**src/rtl/unary_stream_decoder.sv**
```systemverilog
// Unary stream decoder: counts the ones in a STREAM_LEN-bit unary stream and
// reports running lower/upper bounds, a double-scale midpoint estimate and an
// early-convergence flag while the stream is in flight. The final count is
// held on a valid/ready result port until the binary back-end takes it.
module unary_stream_decoder #(
  parameter int STREAM_LEN  = 32,
  parameter int COUNT_WIDTH = $clog2(STREAM_LEN + 1),
  parameter int EPSILON     = 0
) (
  input  logic                   clk,
  input  logic                   reset,
  input  logic                   clear,
  input  logic                   bit_in,
  input  logic                   bit_valid,
  output logic [COUNT_WIDTH-1:0] lower_bound,
  output logic [COUNT_WIDTH-1:0] upper_bound,
  output logic [COUNT_WIDTH:0]   midpoint,
  output logic                   converged,
  output logic [COUNT_WIDTH-1:0] result,
  output logic                   result_valid,
  input  logic                   result_ready,
  output logic                   overrun
);

  typedef enum logic {COLLECT = 1'b0, HOLD = 1'b1} state_t;

  localparam logic [COUNT_WIDTH-1:0] LEN = COUNT_WIDTH'(STREAM_LEN);
  localparam logic [COUNT_WIDTH-1:0] ONE = COUNT_WIDTH'(1);

  state_t                 state, state_n;
  logic [COUNT_WIDTH-1:0] ones_cnt, ones_n;
  logic [COUNT_WIDTH-1:0] bit_cnt, bit_n;
  logic [COUNT_WIDTH-1:0] result_n;
  logic                   result_valid_n, overrun_n;

  logic [COUNT_WIDTH-1:0] base_bits, base_ones;
  logic [COUNT_WIDTH-1:0] bit_ext;
  logic [COUNT_WIDTH-1:0] remaining;
  logic                   take;
  logic                   handshake;

  assign bit_ext   = COUNT_WIDTH'(bit_in);
  assign handshake = result_valid && result_ready;

  // Derived status: bounds on the final count given what is still to come.
  always_comb begin
    remaining   = LEN - bit_cnt;
    lower_bound = ones_cnt;
    upper_bound = ones_cnt + remaining;
    midpoint    = {ones_cnt, 1'b0} + {1'b0, remaining};
    converged   = (state == COLLECT) && (int'(remaining) <= EPSILON);
  end

  // Next-state and datapath update. A handshake in HOLD restarts the counters
  // from zero and lets a same-cycle valid bit become bit 1 of the next stream,
  // so back-to-back streams lose no bit. With STREAM_LEN = 1 that bit can
  // complete the new stream immediately, which the shared accept path covers.
  always_comb begin
    state_n        = state;
    ones_n         = ones_cnt;
    bit_n          = bit_cnt;
    result_n       = result;
    result_valid_n = result_valid;
    overrun_n      = overrun;
    base_bits      = bit_cnt;
    base_ones      = ones_cnt;
    take           = 1'b0;
    if (clear) begin
      state_n        = COLLECT;
      ones_n         = '0;
      bit_n          = '0;
      result_valid_n = 1'b0;
      overrun_n      = 1'b0;
    end else begin
      unique case (state)
        COLLECT: take = bit_valid;
        HOLD: begin
          if (handshake) begin
            state_n        = COLLECT;
            result_valid_n = 1'b0;
            base_bits      = '0;
            base_ones      = '0;
            bit_n          = '0;
            ones_n         = '0;
            take           = bit_valid;
          end else if (bit_valid) begin
            overrun_n = 1'b1;
          end
        end
        default: state_n = COLLECT;
      endcase
      if (take) begin
        bit_n  = base_bits + ONE;
        ones_n = base_ones + bit_ext;
        if (bit_n == LEN) begin
          result_n       = ones_n;
          result_valid_n = 1'b1;
          state_n        = HOLD;
        end
      end
    end
  end

  // State register.
  always_ff @(posedge clk or negedge reset) begin
    if (!reset) state <= COLLECT;
    else        state <= state_n;
  end

  // Counters, held result and sticky overrun flag.
  always_ff @(posedge clk or negedge reset) begin
    if (!reset) begin
      ones_cnt     <= '0;
      bit_cnt      <= '0;
      result       <= '0;
      result_valid <= 1'b0;
      overrun      <= 1'b0;
    end else begin
      ones_cnt     <= ones_n;
      bit_cnt      <= bit_n;
      result       <= result_n;
      result_valid <= result_valid_n;
      overrun      <= overrun_n;
    end
  end

endmodule

```
**config.mk**
```make
export PLATFORM = sky130hd
export DESIGN_NAME = unary_stream_decoder
export DESIGN_NICKNAME = d
export VERILOG_FILES = /design/src/rtl/unary_stream_decoder.sv
export SDC_FILE = /design/constraint.sdc
export NUM_CORES = 1
export LEC_CHECK = 0
export CORE_UTILIZATION = 40
export CTS_CLUSTER_SIZE = 8
export DETAILED_ROUTE_END_ITERATION = 10
export GPL_TIMING_DRIVEN = 0
export PLACE_DENSITY = 0.72
export SLEW_MARGIN = 10
export SYNTH_ARGS = -nofsm -noshare
export SYNTH_HDL_FRONTEND = slang
export SYNTH_SLANG_ARGS = --single-unit
```
**constraint.sdc**
```tcl
create_clock -name clk -period 3.8 [get_ports clk]
set_input_delay 0.76 -clock clk [delete_from_list [all_inputs] [get_ports clk]]
set_output_delay 0.76 -clock clk [all_outputs]
set_load 0.005 [all_outputs]
```
==> reports/metrics.yaml <==
dp_cells: 245
antenna_cells: 0
drv_slew: 0
grt_pass1_vias: 1258
area_growth_pct: 27.95
slowest_stage: "clkdlybuf4s50_1"
clkLatencyLatePin_ns: 0.26
hold_depth: 2
portBuffers: 33
cellPowerDensity_mw_per_mm2: 264.3
postPlaceCellArea_mm2: 0.002011
min_period_ns: 3.608
reg2regPathDepth: 9
initial_core_util_pct: 42.97
clockRootBuffer: "clkbuf_8"
syn_inst: 164
viasPerCell: 5.100
tritoncts: "yes"
vias: 1275
fin_cells: 250
syn_nets: 187
ys_ff_latch: 21
synth-main-ff-cell: "dfrtp_1"
cp-end-kind: "output port"
clockBufferDepth: 2
vdd_drop_max_mv: 0.1540
hold_start: "overrun"
core_mm2: 0.003771
leakage_uw: 0.0009263
ioPinCount: 34
critPathRequiredTime_ns: 3.04
synth.top_cell.area_share_pct: 32.43
ys_warn_count: 0
routed_wl_um: 3183
yosysTopAreaCell: "dfrtp_1"
numCtsBuffers: 3
finalSetupViolCount: 0
ys_types: 37
final_core_util_pct: 54.98
die_w_um: 65.65
die_h_um: 65.65
grt_max_degree: 22
drive_above_1_share_pct: 12.38
totalNegativeSetupSlack_ns: 0
synth_commonest_cells: "dfrtp_1 (21), xnor2_1 (16), ha_1 (15), nor2_1 (13)"
stdcell_area_mm2: 0.002073
worstHoldPathType: "register to register"
core.rowCount: 22
synth_area_leaders: "dfrtp_1 (32%), ha_1 (12%), xnor2_1 (8.6%)"
htree_levels: 1
async_reset_ff_share_pct: 100.0
critical_path_class: "register to output port"
finalNetCount: 226
antenna_found_initial: 0
synth.most_common_cell: "dfrtp_1"
wl_per_cell_um: 12.73
holdWs_ns: 0.5120
cts_hold_buf: 0
dpl.hpwl_um: 2441
timing.fmax_mhz: 277.1
period_share_pct: 94.95
r2r-end: "result[3]"
gp_congestion: 0.7958
postRouteAntennaNets: 0
critPathMaxFanout: 5
worstSetupStartpointType: "register"
drt-initial-drc-count: 21
seq_area_frac_synth_pct: 32.43
cts.clk_slew.worst_paths_ns: 0.08
rrSetupSlack_ns: 1.12
critPathTopFamily: "compound AO/OA/AOI/OAI gates"
grt.total_usage_pct: 17.60
grt_pass1_wl_um: 5740
path_cells: "inv_1 -> ha_1 -> xnor2_2 -> ha_1 -> a21o_1 -> a21oi_1 -> o21bai_1 -> a21oi_1 -> xnor2_1 -> clkdlybuf4s50_1"
status: "completed"
arrival_ns: 2.85
finClkSkew_ns: 0.001440
cts_sinks: 21
crit_buf_inv: 2
grt_setup_unrepaired: "no"
max_cap_viol_count: 0
worst_path_largest_cell_delay_ns: 0.51
drtPass1Iterations: 4
synth.avg_cell_area_um2: 9.880
drc_errors: 0
reg2reg_from: "result_valid"
overflow: 0
hold_viol: 0
synthesis.area_mm2: 0.001620
synth_edf_count: 0
tightestPinTransition_ns: 0.9506
relSlewSlack_pct: 36.43
die_area_mm2: 0.004309
min_to: "overrun"
## kinds of logic after synthesis
family / after synthesis / synth area share (%)
XOR/XNOR: 26 / 14.05
AND/OR/NAND/NOR: 54 / 18.46
AO/OA/AOI/OAI: 23 / 8.418
adder cells (fa/ha/maj): 17 / 14.05
multiplexers: 10 / 6.641
buffers and inverters: 13 / 5.946
flip-flops: 21 / 32.43
## worst min-delay path: cells and delay by family (launching register included)
kind             cells  cell delay (ns)
AND/OR/NAND/NOR      1             0.08
flip-flops           1             0.35
AO/OA/AOI/OAI        1             0.04
## layout by cell type (no fill, tap or decap), types with 2 or more instances in the layout
cell type,n
a21o_1,3
a21oi_1,10
a31oi_1,2
and2_1,2
buf_4,2
buf_6,3
clkbuf_1,2
clkbuf_8,5
clkdlybuf4s50_1,33
dfrtp_1,20
fa_1,2
ha_1,15
inv_1,4
mux2_2,6
mux2i_1,4
nand2_1,8
nand2b_1,2
nand3_1,7
nand4_1,6
nor2_1,13
nor3_1,7
o21ai_0,4
xnor2_1,15
xor2_1,10
## report_power, final
part           internal [uW]  switching [uW]  total [uW]
registers                227            4.93         232
clock network           73.2            75.0         148
logic                   96.6            71.2         168
## stage by stage
stage	total power, uW	setup slack [ns]
final	548.0	0.1918
after global routing	582.1	0.02945
after CTS	551.7	0.08646
after detailed placement	401.7	0.2523
after global placement	399.0	0.2974
after floorplan	321.8	1.055
## what timing repair did
action / CTS / global route
gates cloned: 0 / 0
hold endpoints to repair: 0 / 0
endpoints found under the setup margin: 1 / 2
resized for setup: 1 / 1
setup buffers: 0 / 1
pin swaps: 0 / 1
## sequential cells by signal, indices dropped and copies added (netlist names)
name,cells
bit_cnt,6
lower_bound,6
result,6
overrun,1
result_valid,1
state,1
## per-layer routing
layer,GRT usage (%),vias up,wire (um)
met1,23.78,584,1592
met4,7.337,0,54
met3,2.257,5,104
met5,0,-,0
met2,28.06,31,1431
li1,-,655,-
## layout make-up
type	instances	area, um^2
clock inverter	1	5.005
clock buffer	3	41.29
inverter	4	15.01
sequential	21	526.8
fill	342	1698
timing repair buffer	34	337.8
tap	48	60.06
buffer	9	81.33
multi-input combinational	130	1006
## worst max-delay path by stage
stage	slack [ns]	cells past startpoint	startpoint	endpoint
4_1_cts	0.09	10	bit_cnt[0]	midpoint[6]
3_5_place_dp	0.25	10	bit_cnt[0]	midpoint[6]
5_1_grt	0.03	10	bit_cnt[0]	midpoint[6]
6_report	0.19	10	bit_cnt[0]	midpoint[6]
2_1_floorplan	1.06	9	bit_cnt[0]	midpoint[6]
3_3_place_gp	0.30	10	bit_cnt[0]	midpoint[6]
Power figures use the tool's default switching activity.
